==> src/rtl/reg_bank_sb.sv <==
// reg_bank_sb
// -----------------------------------------------------------------------------
// Register bank with a per-register busy scoreboard for the multicycle datapath.
// DEPTH registers of W bits, two combinational read ports, one write port.
// Optional write-through bypass (BYPASS) and optional hardwired-zero r0
// (ZERO_R0). The busy scoreboard lets the controller stall on registers whose
// producing instruction has not yet written back.
//
// Ports:
//   Clock        in   1   rising-edge clock
//   Reset        in   1   asynchronous, active-low; clears registers and busy bits
//   WriteEnable  in   1   write WriteData to WriteAddr at the next rising edge
//   WriteAddr    in   AW  write address
//   WriteData    in   W   write data
//   ReadAddrA/B  in   AW  read port addresses
//   ReadDataA/B  out  W   read port data (combinational)
//   SetBusy      in   1   mark SetBusyAddr busy at the next rising edge
//   SetBusyAddr  in   AW  register to mark busy
//   BusyA/B      out  1   busy bit of ReadAddrA/B (combinational)
//   AnyBusy      out  1   OR of all busy bits (registered state)
// -----------------------------------------------------------------------------
module reg_bank_sb #(
    parameter int W       = 8,
    parameter int DEPTH   = 16,
    parameter bit BYPASS  = 1'b1,
    parameter bit ZERO_R0 = 1'b0,
    localparam int AW     = $clog2(DEPTH)
) (
    input  logic          Clock,
    input  logic          Reset,
    input  logic          WriteEnable,
    input  logic [AW-1:0] WriteAddr,
    input  logic [W-1:0]  WriteData,
    input  logic [AW-1:0] ReadAddrA,
    input  logic [AW-1:0] ReadAddrB,
    output logic [W-1:0]  ReadDataA,
    output logic [W-1:0]  ReadDataB,
    input  logic          SetBusy,
    input  logic [AW-1:0] SetBusyAddr,
    output logic          BusyA,
    output logic          BusyB,
    output logic          AnyBusy
);

    logic [W-1:0]     regs_q [DEPTH];
    logic [W-1:0]     regs_d [DEPTH];
    logic [DEPTH-1:0] busy_q;
    logic [DEPTH-1:0] busy_d;

    // Effective write / set after masking out r0 when it is hardwired to zero.
    logic wr_en;
    logic set_en;

    // Bypass qualifiers per read port.
    logic fwd_a;
    logic fwd_b;
    logic set_same_wr;

    always_comb begin
        wr_en  = WriteEnable && !(ZERO_R0 && (WriteAddr == '0));
        set_en = SetBusy && !(ZERO_R0 && (SetBusyAddr == '0));
    end

    // Next-state for the register array.
    always_comb begin
        regs_d = regs_q;
        if (wr_en) begin
            regs_d[WriteAddr] = WriteData;
        end
    end

    // Next-state for the scoreboard: a set beats a simultaneous write-back,
    // because the set stands for a newer producer than the one retiring.
    always_comb begin
        busy_d = busy_q;
        for (int i = 0; i < DEPTH; i++) begin
            if (set_en && (SetBusyAddr == AW'(i))) begin
                busy_d[i] = 1'b1;
            end else if (wr_en && (WriteAddr == AW'(i))) begin
                busy_d[i] = 1'b0;
            end
        end
        if (ZERO_R0) begin
            busy_d[0] = 1'b0;
        end
    end

    always_ff @(posedge Clock or negedge Reset) begin
        if (!Reset) begin
            for (int i = 0; i < DEPTH; i++) begin
                regs_q[i] <= '0;
            end
            busy_q <= '0;
        end else begin
            regs_q <= regs_d;
            busy_q <= busy_d;
        end
    end

    // Read ports. The Reset gate keeps the bypass path from leaking WriteData
    // while the bank is held in reset.
    always_comb begin
        fwd_a       = BYPASS && wr_en && (ReadAddrA == WriteAddr);
        fwd_b       = BYPASS && wr_en && (ReadAddrB == WriteAddr);
        set_same_wr = set_en && (SetBusyAddr == WriteAddr);

        ReadDataA = fwd_a ? WriteData : regs_q[ReadAddrA];
        ReadDataB = fwd_b ? WriteData : regs_q[ReadAddrB];
        if (ZERO_R0 && (ReadAddrA == '0)) begin
            ReadDataA = '0;
        end
        if (ZERO_R0 && (ReadAddrB == '0)) begin
            ReadDataB = '0;
        end

        // A forwarded write also retires the busy bit it would clear, unless a
        // new producer is being issued to the same register in this cycle;
        // SetBusy can only hold the bit, never raise it combinationally.
        BusyA = busy_q[ReadAddrA] && !(fwd_a && !set_same_wr);
        BusyB = busy_q[ReadAddrB] && !(fwd_b && !set_same_wr);

        if (!Reset) begin
            ReadDataA = '0;
            ReadDataB = '0;
            BusyA     = 1'b0;
            BusyB     = 1'b0;
        end
    end

    assign AnyBusy = Reset && (|busy_q);

endmodule

==> config.mk <==
export PLATFORM = sky130hd
export DESIGN_NAME = reg_bank_sb
export DESIGN_NICKNAME = d
export VERILOG_FILES = /design/src/rtl/reg_bank_sb.sv
export SDC_FILE = /design/constraint.sdc
export NUM_CORES = 1
export LEC_CHECK = 0
export CORE_AREA = 2 2 213 110
export DETAILED_ROUTE_END_ITERATION = 8
export DIE_AREA = 0 0 215 112
export PLACE_DENSITY = 0.53
export SYNTH_ARGS = -nofsm -noshare
export SYNTH_HDL_FRONTEND = slang
export SYNTH_SLANG_ARGS = --single-unit
export TNS_END_PERCENT = 100
==> constraint.sdc <==
create_clock -name Clock -period 2.8 [get_ports Clock]
set_input_delay 0.56 -clock Clock [delete_from_list [all_inputs] [get_ports Clock]]
set_output_delay 0.56 -clock Clock [all_outputs]
set_load 0.02 [all_outputs]
After elaboration in Yosys (flattened, before gate mapping)
Cells that the tools add are included.
{"block": "totals", "reg_bits": 144, "latch_bits": 0, "ram_bits": 0, "romBits": 0, "input_bits": 28, "out_inout_bits": 19, "word_cells": 188, "mem_count": 0}
{"block": "classes", "addsub": 0, "mul": 0, "n_div": 0, "n_lt_le_gt_ge": 6, "n_eq_ne": 33, "shifts": 0, "mux": 51, "bitwise_logic": 3, "reduce_logical": 63}
{"operator": "128-bit bitwise mux", "count": 1}
{"operator": "8-bit two-way mux", "count": 9}
{"operator": "8-bit binary-select mux with 4-bit select", "count": 2}
{"operator": "4-bit equality test (second input constant)", "count": 16}
{"operator": "1-bit logical AND", "count": 41}
{"operator": "1-bit two-way mux", "count": 36}
{"operator": "8-bit demux with 4-bit select", "count": 1}
{"operator": "4-bit by 3-bit equality test with 1-bit output (second input constant)", "count": 8}
{"operator": "2-bit nonzero test", "count": 16}
{"operator": "4-bit by 2-bit equality test with 1-bit output (second input constant)", "count": 4}
{"operator": "16-bit OR reduction", "count": 1}
{"operator": "5-bit >= comparator (second input constant)", "count": 3}
{"operator": "4-bit inverter with 5-bit output", "count": 3}
{"operator": "4-bit equality test", "count": 3}
{"operator": "4-bit by 5-bit < comparator with 1-bit output (second input constant)", "count": 2}
{"operator": "1-bit binary-select mux with 4-bit select", "count": 2}
{"operator": "4-bit by 1-bit equality test with 1-bit output (second input constant)", "count": 2}
{"operator": "4-bit logical NOT", "count": 2}
{"operator": "5-bit by 1-bit < comparator with 1-bit output (second input constant)", "count": 1}
{"operator": "1-bit logical NOT", "count": 3}

Longest topological paths before layout
Gate-level depths: netlist (run 1).
{"block": "logic_depth", "depth_word": 7, "mapped_depth": 7, "depth_no_buf": 4}

Least setup slack after synthesis (run 1)
OpenSTA, ideal clock, no wires.
{"block": "synth_timing", "kind": "input to output", "startpoint": "input ReadAddrB[3]", "endpoint": "output BusyB", "arrival_time_ns": 2.023, "required_time_ns": 2.240, "setup_slack_ns": 0.217, "path_stages": 4, "n_path_buf": 2, "cell_sequence": "buf_2 clkbuf_1 mux2_2 a311oi_1"}
{"block": "synth_via", "elab_chain_len": 6, "word_cells_on_any_way": 8, "classes_between": "eq/ne: 1; mux: 3; reduce/logical: 4"}
{"element": "start, declared", "line_no": "35", "rtl": "input logic [AW-1:0] ReadAddrB,"}
{"element": "branches (longest 4 deep; another with 1-bit binary-select mux with 4-bit select)"}
{"element": "1-bit logical AND (*)", "line_no": "120", "rtl": "BusyB = busy_q[ReadAddrB] && !(fwd_b && !set_same_wr);"}
{"element": "1-bit two-way mux (*)", "line_no": "122", "rtl": "if (!Reset) begin"}
{"element": "end, declared", "line_no": "41", "rtl": "output logic BusyB,"}
Mark *: on every way between the ends. The select of a mux whose other input is x is not followed.

Final worst setup path (run 1)
{"block": "layout_timing", "startpoint": "input ReadAddrB[0]", "endpoint": "output ReadDataB[4]"}
{"block": "layout_via", "elab_chain_len": 6, "word_cells_on_any_way": 8, "classes_between": "eq/ne: 1; mux: 5; bitwise: 1; reduce/logical: 1"}
{"element": "4-bit inverter with 5-bit output (not written as such)", "line_no": "108", "rtl": "ReadDataB = fwd_b ? WriteData : regs_q[ReadAddrB];"}
{"element": "8-bit binary-select mux with 4-bit select", "line_no": "108"}
{"element": "8-bit two-way mux (not written as such) (2 in series)", "line_no": "108"}
{"element": "8-bit two-way mux (*)", "line_no": "108"}
{"element": "8-bit two-way mux (*)", "line_no": "122"}
{"element": "end, declared", "line_no": "37", "rtl": "output logic [W-1:0] ReadDataB,"}
Every way passes the cells marked *; elsewhere a longest branch is shown, timed or not. The select of a mux whose other input is x is not followed.

==> flow_summary_export.csv, run 1 <==
group,metric,value,unit
logic_synthesis,ys_seq_area_frac,0.442,
clock_tree,numCtsBuffers,17,
placement,dpl.hpwl,19.5,mm
drt,routed_wl,26.9,mm
run,maxCapViolations,0,
sta,timing.slew.headroom,0.235,
cells_and_area,nets,718,
critical_path,slowest_delay,660,ps
sta,fin_setup_tns,-26.6,ps
sta,timing.fmax,354,MHz
status,failed_checks,"negative setup slack",
cells_and_area,final_common_cell,"dfrtp_1",
global_route,grt_pass1_vias,5903,
placement,place.port_buffers,46,
drt,final_antenna_net_count,0,
power_and_ir_drop,power.density,706,nW/um^2
cells_and_area,syn2layout_area_growth,27.9,%
logic_synthesis,synth_seq_cells,144,
sta,finalSetupViolCount,1,
clock_tree,insertion_delay,430,ps
logic_synthesis,syn_area_per_cell,14.4,um^2
logic_synthesis,syn_inst,565,
global_route,antenna_found_initial,0,
die,fp.coreArea,22300,um^2
power_and_ir_drop,leakage,4.44,nW
clock_tree,cts_tree,"yes",
critical_path,reg2reg_to,"busy_q[10]",
critical_path,path_delay_family,"multiplexers",
clock_tree,clkSinkCount,144,
clock_tree,postCtsHoldBufs,0,
status,status,"complete, but fails checks",
global_route,grt_overflow,0,
critical_path,regToRegStartpoint,"busy_q[10]",
clock_tree,cts_root_buffer,"clkbuf_16",
die,die_x,215,um
sta,final_hold_viol_count,0,
cells_and_area,final_cell_mix,"dfrtp_1, mux2_2, buf_4",
global_route,grt_first_pass_wirelength,40.2,mm
global_route,track_usage,0.231,
logic_synthesis,synth_fp_nets,593,
placement,gp_congestion,0.899,
clock_tree,clk_pin_slew_worst_paths,60,ps
cells_and_area,fill_cells,2034,
critical_path,crit_chain,"buf_6 > buf_12 > mux4_1 > a22oi_1 > nand2_1 > a22o_1 > buf_2",
drt,vias,5947,
critical_path,crit_path_end_kind,"output pin",
die,die_h,112,um
sta,finalCritPeriodShare,1.01,
die,initial_utilization,0.365,
critical_path,cp_num_cells,7,
power_and_ir_drop,vdd_ir_drop_max,0.000331,V
drt,drc_errors,0,
logic_synthesis,yosysWarningCount,0,
sta,timing.final.ws_setup,-26.6,ps
drt,firstDrtPassIters,5,
die,ios,47,
drt,vias_per_cell,5.89,
drt,avgRoutedWirePerCell,26.7,um
cells_and_area,diodes,0,
sta,finalCriticalPeriod,2830,ps
critical_path,reg2reg_depth,2,
clock_tree,cts_max_path_buffers,2,
critical_path,crit_arrival,2270,ps
sta,slew_violations,0,
drt,drtIter0Drc,618,
critical_path,critPathBufInv,3,
min_path,hold_path_class,"in -> async",
die,die-area,24100,um^2
critical_path,critPathKind,"in -> out",
logic_synthesis,syn-cell-area,8150,um^2
sta,fin_worst_skew,0,ps
critical_path,path_max_fanout,8,
critical_path,slowest_stage,"mux4_1",
global_route,grt_start_max_net_pins,89,
critical_path,crit_path_start_kind,"primary input",
critical_path,required,2240,ps
clock_tree,h-tree-depth,4,
cells_and_area,drive_gt1_frac,0.560,
cells_and_area,fin_util,0.467,
sta,rsz0062_at_grt,"true",
critical_path,r2r_slack,1960,ps
placement,dp_slack,-1050,ps
die,rows,39,
logic_synthesis,synthDistinctLibCells,35,
sta,tightest_slew,1150,ps
-- metrics by stage --
stage | instances | hold WS (ps) | total power, mW | instance area [um^2]
after floorplan | 565 | 264 | 4.04 | 8150
after global placement | 964 | 483 | 4.72 | 9590
after detailed placement | 964 | 483 | 4.79 | 9590
after CTS | 1005 | 25.0 | 7.34 | 10400
after global routing | 1009 | 31.4 | 7.67 | 10400
final | 1009 | 38.2 | 7.37 | 10400
-- worst register-to-register path: cells and delay by family, from the launching register on --
kind	cells	cell delay, ps
AO/OA/AOI/OAI	2	270
flip-flops	1	440
-- timing repair --
item | in CTS | in global routing
cloned | 1 | 0
endpoints found under the hold margin | 0 | 0
pin swaps | 3 | 9
resized for setup | 111 | 30
buffers inserted | 9 | 4
setup endpoints to repair | 18 | 17
-- cell type report --
| class | count | area (um^2) | area share |
|---|---|---|---|
| timing repair buffer | 155 | 1430 | 0.137 |
| clock buffer | 19 | 443 | 0.0425 |
| sequential | 144 | 3600 | 0.345 |
| multi-input combinational | 369 | 4350 | 0.417 |
| clock inverter | 12 | 205 | 0.0197 |
| inverter | 3 | 11.3 | 0.00108 |
| tap | 307 | 384 | 0.0368 |
-- logic make-up after synthesis --
family / after synthesis / synth area share
compound gates: 78 / 0.0675
xor+xnor: 12 / 0.0129
buf+inv: 52 / 0.0367
flops: 144 / 0.442
mux: 206 / 0.391
simple gates: 73 / 0.0502
-- cells in the mapped netlist (all sizes together) --
library cell,count,area share
or3,3,0.0023
a41oi,1,0.0011
and2,2,0.0015
nor2,13,0.0087
o21ai,23,0.014
xor2,11,0.012
a32o,1,0.0012
a21oi,2,0.0012
a22oi,32,0.029
nor3,1,0.00061
mux4,72,0.21
dfrtp,144,0.44
xnor2,1,0.0011
nor4,6,0.0046
mux2,131,0.18
clkbuf,17,0.0078
nand2,25,0.012
nor3b,2,0.0018
a311oi,2,0.0021
nand2b,5,0.0038
nand3b,4,0.0068
buf,32,0.027
nand3,5,0.0031
a22o,17,0.018
inv,3,0.0014
nor2b,4,0.0031
and3,3,0.0023
mux2i,3,0.0037
-- how the worst max path moves through the flow --
stage,start,endpoint,slack [ps]
after CTS,ReadAddrB[0],ReadDataB[6],-30
after global placement,ReadAddrB[2],ReadDataB[3],-1030
after global routing,ReadAddrA[0],ReadDataA[0],-30
final,ReadAddrB[0],ReadDataB[4],-30
after detailed placement,ReadAddrB[2],ReadDataB[3],-1050
after floorplan,ReadAddrB[3],BusyB,220
-- metal layers --
metal,global-route usage,routed length (um),up-vias
met3,0.0522,2130,30
met5,0,0,-
met4,0.0487,333,0
li1,-,-,2464
met2,0.310,10800,273
met1,0.374,13700,3180
-- sequential cells by signal (all words and copies together) (netlist names) --
name,count
busy_q,16
regs_q,128
-- where the power goes --
part	leakage [nW]	switching, mW	internal (mW)	total [mW]
clock	0.310	0.928	1.61	2.54
combinational	2.37	0.805	1.08	1.89
sequential	1.76	0.380	2.57	2.95
total	4.44	2.11	5.26	7.37
(Power assumes the default switching activity.)
==> run 2, diff against run 1 <==
Settings changed: ABC_AREA set to 1, CORE_AREA 2 2 213 110 to 2 2 224 116, DIE_AREA 0 0 215 112 to 0 0 226 118, PLACE_DENSITY 0.53 to 0.52.
==> flow_summary_export.csv, run 2 <==
group,metric,value,unit
min_path,hold_path_class,"in -> async",
cells_and_area,nets,1482,
placement,dpl.hpwl,24.4,mm
critical_path,path_delay_family,"simple AND/OR/NAND/NOR gates",
global_route,grt_first_pass_wirelength,53.5,mm
sta,whs,208,ps
status,status,"finished, final reports clean",
global_route,track_usage,0.270,
logic_synthesis,yosysTopAreaCell,"dfrtp_1",
logic_synthesis,syn_area_per_cell,6.51,um^2
power_and_ir_drop,power.density,628,nW/um^2
drt,final_antenna_net_count,0,
logic_synthesis,async_flop_share,1.00,
cells_and_area,top_regs,"regs_q (128), busy_q (16)",
die,die-area,26700,um^2
placement,placed_area,10500,um^2
placement,dp_slack,-355,ps
critical_path,slowest_stage,"clkdlybuf4s50_1",
clock_tree,numCtsBuffers,17,
sta,fin_worst_skew,0,ps
cells_and_area,fin_area,11100,um^2
sta,timing.final.ws_setup,52.5,ps
logic_synthesis,synth-simple-area-share,0.370,
sta,timing.fmax,364,MHz
critical_path,critPathKind,"in -> out",
clock_tree,insertion_delay,440,ps
die,ios,47,
drt,drc_errors,0,
power_and_ir_drop,total_power,6.96,mW
sta,timing.slew.headroom,0.543,
logic_synthesis,synth_edf_count,0,
sta,finalCritPeriodShare,0.981,
logic_synthesis,muxShareOfSynthArea,0,
clock_tree,clkSinkCount,144,
clock_tree,post-cts-setup-buffers,0,
logic_synthesis,synthDistinctLibCells,24,
sta,finalCriticalPeriod,2750,ps
logic_synthesis,synth_top_family_by_area,"simple AND/OR/NAND/NOR gates",
clock_tree,clk_pin_slew_worst_paths,70,ps
cells_and_area,largest_register_ffs,128,
logic_synthesis,syn_inst,1384,
die,rows,41,
drt,vias,9313,
global_route,grt_overflow,0,
drt,vias_per_cell,5.15,
logic_synthesis,synth-compound-area-share,0.104,
cells_and_area,final_cell_mix,"nand2_1, nand3_1, inv_1",
run,maxCapViolations,0,
die,die_h,118,um
critical_path,critPathBufInv,2,
drt,firstDrtPassIters,6,
sta,rsz0062_at_grt,"false",
drt,avgRoutedWirePerCell,19.1,um
logic_synthesis,synth_fp_nets,1412,
critical_path,crit_path_end_kind,"output pin",
sta,slew_violations,0,
sta,final_hold_viol_count,0,
critical_path,crit_path_start_kind,"primary input",
logic_synthesis,ys_dominant_reg_cell,"dfrtp_1",
logic_synthesis,ys_top_cells_by_area,"dfrtp_1, nand2_1, nand3_1",
cells_and_area,syn2layout_area_growth,23.0,%
cells_and_area,final_common_cell,"nand2_1",
cells_and_area,top_register,"regs_q",
placement,gp_congestion,0.888,
critical_path,crit_chain,"clkdlybuf4s50_1 > nand2_1 > o21ai_0 > nor2_1 > nand3_1 > nand2_1 > nand3_1 > nor2_1 > clkdlybuf4s15_2",
clock_tree,cts_tree,"yes",
logic_synthesis,synth_seq_cells,144,
placement,place.port_buffers,46,
cells_and_area,fill_cells,2521,
global_route,antenna_found_initial,0,
cells_and_area,diodes,0,
power_and_ir_drop,vdd_ir_drop_max,0.000421,V
die,die_x,226,um
die,fp.coreArea,24700,um^2
die,initial_utilization,0.365,
cells_and_area,drive_gt1_frac,0.126,
critical_path,path_max_fanout,3,
logic_synthesis,ys_seq_area_frac,0.400,
logic_synthesis,synth-adder-area-share,0,
power_and_ir_drop,leakage,5.51,nW
logic_synthesis,yosysWarningCount,0,
sta,finalSetupViolCount,0,
sta,tightest_slew,686,ps
logic_synthesis,synth_most_common_cell,"nand2_1",
logic_synthesis,yosysTopAreaCellShare,0.400,
logic_synthesis,synth_common_cells,"nand2_1, nand3_1, inv_1",
critical_path,crit_arrival,2190,ps
clock_tree,h-tree-depth,4,
clock_tree,cts_max_path_buffers,2,
critical_path,slowest_delay,480,ps
critical_path,required,2240,ps
drt,drtIter0Drc,1048,
logic_synthesis,synthXorXnorAreaFrac,0.00194,
global_route,grt_start_max_net_pins,113,
drt,routed_wl,34.6,mm
clock_tree,cts_root_buffer,"clkbuf_16",
global_route,grt_pass1_vias,8662,
logic_synthesis,syn-cell-area,9010,um^2
## run 2: final cells by class
cell class	count	area [um^2]	share of cell area
Clock inverter	6	83.8	0.00757
Multi-Input combinational cell	956	4340	0.392
Inverter	192	726	0.0655
Clock buffer	23	478	0.0431
Timing Repair Buffer	143	1420	0.128
Tap cell	344	430	0.0388
Sequential cell	144	3600	0.325
## run 2: metal layers
metal	vias to the layer above	share of wire	track usage
met2	421	0.39	0.350
li1	4510	-	-
met1	4346	0.50	0.431
met3	36	0.097	0.0622
met4	0	0.017	0.0766
met5	-	0	0
## run 2: through the flow
step / util / TNS (ps) / instances
after CTS: 0.448 / 0 / 1808
final: 0.449 / 0 / 1808
after global placement: 0.425 / -5550 / 1779
after global routing: 0.449 / 0 / 1808
after detailed placement: 0.425 / -5660 / 1779
after floorplan: - / 0 / 1384
## run 2: path summary, 6_finish.rpt
kind / start / cells past startpoint / slack, ps / end
min reg2reg: regs_q[125] / 2 / 540 / regs_q[125]
max: SetBusyAddr[1] / 9 / 50 / BusyB
max reg2reg: busy_q[15] / 2 / 2020 / busy_q[15]
min in group Clock: regs_q[125] / 2 / 540 / regs_q[125]
min: Reset / 2 / 210 / busy_q[15]
max in group asynchronous: Reset / 3 / 1550 / regs_q[119]
## run 2: power breakdown
part	leakage (nW)	internal, mW	switching [mW]
clock network	0.279	1.36	0.904
logic	3.52	0.667	1.30
registers	1.71	2.57	0.156
## run 2: logic make-up after synthesis
kind of cell | count (synthesis)
AND/OR/NAND/NOR | 768
flip-flops | 144
buffers and inverters | 284
XOR/XNOR | 2
AO/OA/AOI/OAI | 186
## run 2: repair_timing
item                                    in CTS  in global routing
resized for setup                           50                 43
pin swaps                                    0                  5
hold buffers                                 0                  0
endpoints found under the setup margin      18                 18
endpoints found under the hold margin        0                  0
==> RTL edit 1, RTL diff (flow settings as in run 2) <==
Register the input `WriteData` before use, with the module's reset. The logic sees it one clock later. The other inputs are not delayed to match.
--- a/src/rtl/reg_bank_sb.sv
+++ b/src/rtl/reg_bank_sb.sv
@@ -44,2 +44,12 @@
 
+    logic [W-1:0] WriteData_q;
+
+    always_ff @(posedge Clock or negedge Reset) begin
+        if (!Reset) begin
+            WriteData_q <= '0;
+        end else begin
+            WriteData_q <= WriteData;
+        end
+    end
+
     logic [W-1:0]     regs_q [DEPTH];
@@ -67,3 +77,3 @@
         if (wr_en) begin
-            regs_d[WriteAddr] = WriteData;
+            regs_d[WriteAddr] = WriteData_q;
         end
@@ -106,4 +116,4 @@
 
-        ReadDataA = fwd_a ? WriteData : regs_q[ReadAddrA];
-        ReadDataB = fwd_b ? WriteData : regs_q[ReadAddrB];
+        ReadDataA = fwd_a ? WriteData_q : regs_q[ReadAddrA];
+        ReadDataB = fwd_b ? WriteData_q : regs_q[ReadAddrB];
         if (ZERO_R0 && (ReadAddrA == '0)) begin
Behaviour: not the same (a bounded check fails within 4 cycles, from zero or initial values and one cycle with Reset low).
==> RTL edit 1 against run 2 <==
  * Via count is 1.7% higher
  * Non-clock buffer count is 18 higher
  * Clock power is 2% lower
  * Critical path type unchanged
  * Clock skew is 0.0057 ns higher
  * Synthesized cell count is 0.22% higher
  * Area after synthesis is 1.1% higher
  * Worst setup slack better by 0.044 ns
  * Final area is 0.79% higher
  * Total power is 1.2% higher
  * Sequential cell count is 8 higher
  * Routed wire length is 2.7% higher
==> RTL edit 1: results (changes against run 2) <==
{| class="wikitable"
! Metric !! Value
|-
| RD Place Congestion || 0.9161 (was 0.8879)
|-
| GR Util All Layers || 27.49% (was 26.99%)
|-
| Worst Clk Skew || 0.005714 ns (was 0 ns)
|-
| Switching part of the total power || 34.36% (was 33.88%)
|-
| Maximum count of clock buffers along a single path || 2 (unchanged)
|-
| Number of global-route vias before repair || 8,526 (was 8,662)
|-
| Metal1 wirelength || 17,910 um (was 17,220 um)
|-
| Placed standard-cell area || 0.01067 mm2 (was 0.01048 mm2)
|-
| Worst path arrival time || 2.14 ns (was 2.19 ns)
|-
| Number of H-tree levels || 4 (unchanged)
|-
| Met1 Usage GRT || 44.87% (was 43.12%)
|-
| Routed wire length || 35,490 um (was 34,560 um)
|-
| Count of TritonRoute iterations in the first routing pass || 5 (was 6)
|-
| Leakage Power || 5.569 nW (was 5.513 nW)
|-
| Critical path peak fanout || 16 (was 3)
|-
| Slowest Stage Delay on Critical Path || 0.54 ns (was 0.48 ns)
|-
| Wire length of the first global-routing pass || 54,280 um (was 53,520 um)
|-
| Proportion of synthesized chip area in sequential cells || 41.75% (was 39.99%)
|-
| Placed Cells || 1,800 (was 1,779)
|-
| Most used standard cells in the synthesized netlist || nand2_1 (438), nand3_1 (271), inv_1 (179) (was nand2_1 (436), nand3_1 (267), inv_1 (178))
|-
| Ratio of cells with drive above 1 in the final layout || 12.36% (was 12.64%)
|-
| Synthesized instance count || 1,387 (was 1,384)
|-
| Outcome || finished, final reports clean (unchanged)
|-
| Internal power || 0.004620 W (was 0.004599 W)
|-
| Routed len/inst || 19.36 um (was 19.12 um)
|-
| Detailed-route via count || 9,474 (was 9,313)
|-
| Layout Area Growth over Synthesis || 22.58% (was 22.97%)
|-
| Met2 capacity usage during global routing || 34.90% (was 34.98%)
|-
| Critical path's top delay family || buffers and inverters (was simple AND/OR/NAND/NOR gates)
|-
| Top_reg_cell synth || dfrtp_1 (unchanged)
|-
| Total nets after synthesis || 1,415 (was 1,412)
|-
| Total length of routed met3 wires || 3595 um (was 3342 um)
|-
| Amount of wire on met2 after detailed routing || 13,590 um (was 13,420 um)
|-
| Pin count of the biggest net entering global routing || 66 (was 113)
|-
| Combinational cell fraction of total power || 27.8% (was 28.2%)
|-
| Cells taking the most area after synthesis || dfrtp_1 (42%), nand2_1 (18%), nand3_1 (15%), o21ai_0 (8.8%), inv_1 (7.4%) (was dfrtp_1 (40%), nand2_1 (18%), nand3_1 (15%), o21ai_0 (8.7%), inv_1 (7.4%))
|-
| Final #Nets || 1,505 (was 1,482)
|-
| Registers with the most flip-flops || regs_q (128), busy_q (16), WriteData_q (8) (was regs_q (128), busy_q (16))
|-
| Relative contribution of sequential cells to total power || 40.5% (was 39.2%)
|-
| Worst slew margin relative to its limit || 42.96% (was 54.28%)
|-
| VDD IR max || 0.0004001 V (was 0.0004206 V)
|-
| Detailed Place HPWL || 24,990 um (was 24,390 um)
|-
| Number of design-rule violations left by the first detailed-router iteration || 1,115 (was 1,048)
|}
-- RTL edit 1: cell types whose count changed in the layout (fill, tap and decap cells not counted), moves of 6 or more --
cell / delta
buf_4: +14
clkbuf_2: +10
dfrtp_1: +8
dlymetal6s2s_1: -7
nand3_1: +12
nand3_2: -9
nor2_1: +9
nor2_2: -7
nor2_4: -7
o21ai_1: -6
-- RTL edit 1: path summary, 6_finish.rpt --
check                      slack (ns)  depth (start not counted)      endpoint            from
hold / removal                   0.13                          2    regs_q[16]           Reset
setup reg to reg                 1.68                          3   regs_q[106]  WriteData_q[2]
min in group Clock               0.55                          2    regs_q[86]      regs_q[86]
hold reg to reg                  0.55                          2    regs_q[86]      regs_q[86]
setup / recovery                  0.1                          8  ReadDataB[1]    ReadAddrB[3]
max in group asynchronous        1.54                          3   regs_q[107]           Reset
-- RTL edit 1: what timing repair did --
| item | CTS | global route |
|---|---|---|
| pin swaps | 1 | 1 |
| setup buffers | 0 | 1 |
| resized for setup | 45 | 26 |
| hold buffers | 1 | 0 |
| endpoints found under the setup margin | 18 | 18 |
| endpoints found under the hold margin | 4 | 0 |
-- RTL edit 1: kinds of logic after synthesis --
group | count (synthesis) | share of synthesized area (%)
XOR/XNOR | 1 | 0.09614
buffers and inverters | 278 | 11.85
flip-flops | 152 | 41.75
AO/OA/AOI/OAI | 187 | 10.31
AND/OR/NAND/NOR | 769 | 35.99
-- RTL edit 1: layout make-up --
type	count	area share (%)
repair buffers	161	12.82
clock buffers	22	4.246
flip-flops and latches	152	34.06
clock inverters	9	0.6722
inverters	188	6.319
multi-input cells	957	38.03
well taps	344	3.854
-- RTL edit 1: worst register-to-register path: stages (launching register included) --
cell,delay (ns)
dfrtp_1,0.60
buf_4,0.30
nand2_1,0.07
o21ai_0,0.08
==> RTL edit 2, RTL diff (config.mk and constraints of run 2) <==
Made on the original files. Set the parameter `W` to 9 (it was 8).
--- a/src/rtl/reg_bank_sb.sv
+++ b/src/rtl/reg_bank_sb.sv
@@ -22,3 +22,3 @@
 module reg_bank_sb #(
-    parameter int W       = 8,
+    parameter int W       = 9,
     parameter int DEPTH   = 16,
Ports: changed (resized ReadDataA, ReadDataB and WriteData); port bits go from 47 to 50. The function was not compared with the original's and may differ.
==> RTL edit 2 against run 2 <==
  * Synthesized cell count is 11% higher
  * Non-clock buffer count is 32 higher
  * Routed wire length is 16% higher
  * Hold slack worse by 0.13 ns
  * Total power is 14% higher
  * Worst setup slack better by 0.012 ns
  * Final area is 11% higher
  * Clock skew stayed put
  * Die area stayed put
  * Critical path depth is 5 higher
  * Critical path type unchanged
  * Area after synthesis is 12% higher
  * Cell count is 9.7% higher
  * Sequential cell count is 16 higher
==> RTL edit 2: results (changes against run 2) <==
{| class="wikitable"
! Metric !! Value
|-
| Final worst setup slack || 0.06430 ns (was 0.05246 ns)
|-
| Number of design-rule violations left by the first detailed-router iteration || 1,467 (was 1,048)
|-
| Most used standard cells in the synthesized netlist || nand2_1 (496), nand3_1 (297), inv_1 (198) (was nand2_1 (436), nand3_1 (267), inv_1 (178))
|-
| VDD IR max || 0.0003811 V (was 0.0004206 V)
|-
| Metal1 wirelength || 18,860 um (was 17,220 um)
|-
| Proportion of cell area occupied by multi-input gates || 39.16% (was 39.17%)
|-
| Relative area of non-clock buffer cells in the final design || 13.07% (was 12.80%)
|-
| Wire length of the first global-routing pass || 60,820 um (was 53,520 um)
|-
| Number of distinct library cells after synthesis || 29 (was 24)
|-
| Hold WS || 0.08142 ns (was 0.2081 ns)
|-
| RR Endpoint || busy_q[4] (was busy_q[15])
|-
| Met2 capacity usage during global routing || 39.21% (was 34.98%)
|-
| Met1 Usage GRT || 46.89% (was 43.12%)
|-
| Amount of wire on met2 after detailed routing || 14,960 um (was 13,420 um)
|-
| Power dissipated by switching net loads || 0.002707 W (was 0.002357 W)
|-
| Leakage Power || 6.239 nW (was 5.513 nW)
|-
| Total nets after synthesis || 1,564 (was 1,412)
|-
| Worst setup slack before clock tree synthesis || -0.4008 ns (was -0.3550 ns)
|-
| Critical path's top delay family || buffers and inverters (was simple AND/OR/NAND/NOR gates)
|-
| Top routing layer in use || met5 (was met4)
|-
| Placed Cells || 1,948 (was 1,779)
|-
| Critical Path Source || ReadAddrB[1] (was SetBusyAddr[1])
|-
| Number of global-route vias before repair || 9,607 (was 8,662)
|-
| Inverter count of the layout excluding clock inverters || 214 (was 192)
|-
| Power density over the cells || 641.2 mW/mm2 (was 627.7 mW/mm2)
|-
| Critical register-to-register path startpoint || busy_q[4] (was busy_q[15])
|-
| Register-to-register setup slack || 2.04 ns (was 2.02 ns)
|-
| Cells taking the most area after synthesis || dfrtp_1 (40%), nand2_1 (18%), nand3_1 (15%), o21ai_0 (8.6%), inv_1 (7.3%) (was dfrtp_1 (40%), nand2_1 (18%), nand3_1 (15%), o21ai_0 (8.7%), inv_1 (7.4%))
|-
| Registers with the most flip-flops || regs_q (144), busy_q (16) (was regs_q (128), busy_q (16))
|-
| Number of port buffers || 49 (was 46)
|-
| Per-cell via count in the routed design || 5.380 (was 5.151)
|-
| Ratio of cells with drive above 1 in the final layout || 13.48% (was 12.64%)
|-
| Outcome || finished, final reports clean (unchanged)
|-
| Number of multi-input logic gates || 1,058 (was 956)
|-
| Worst path slowest cell || buf_4 (was clkdlybuf4s50_1)
|-
| Initial antenna violation count || 2 (was 0)
|-
| Number of synthesized register bits || 160 (was 144)
|}
-- RTL edit 2: changes by cell type in the layout (fill, tap and decap cells not counted), moves of 7 or more --
cell and delta:
o21ai_1 -7, buf_4 +21, nand3_1 +35, inv_1 +16
dfrtp_1 +16, nand2_1 +60, o21ai_0 +18, buf_2 +8
-- RTL edit 2: kinds of logic (layout without fill, tap and decap cells) --
| kind of cell | Yosys count | in the layout | share of synthesized area (%) |
|---|---|---|---|
| flip-flops | 160 | 160 | 39.58 |
| XOR/XNOR | 2 | 2 | 0.1732 |
| AND/OR/NAND/NOR | 855 | 855 | 37.18 |
| AO/OA/AOI/OAI | 201 | 201 | 10.04 |
| buffers and inverters | 317 | 421 | 13.02 |
-- RTL edit 2: per-stage QoR --
step | utilization [%] | area [um2]
after detailed placement | 47.28 | 11670
after global routing | 49.99 | 12340
after global placement | 47.28 | 11670
after CTS | 49.94 | 12320
final | 49.99 | 12340
after floorplan | - | 10120
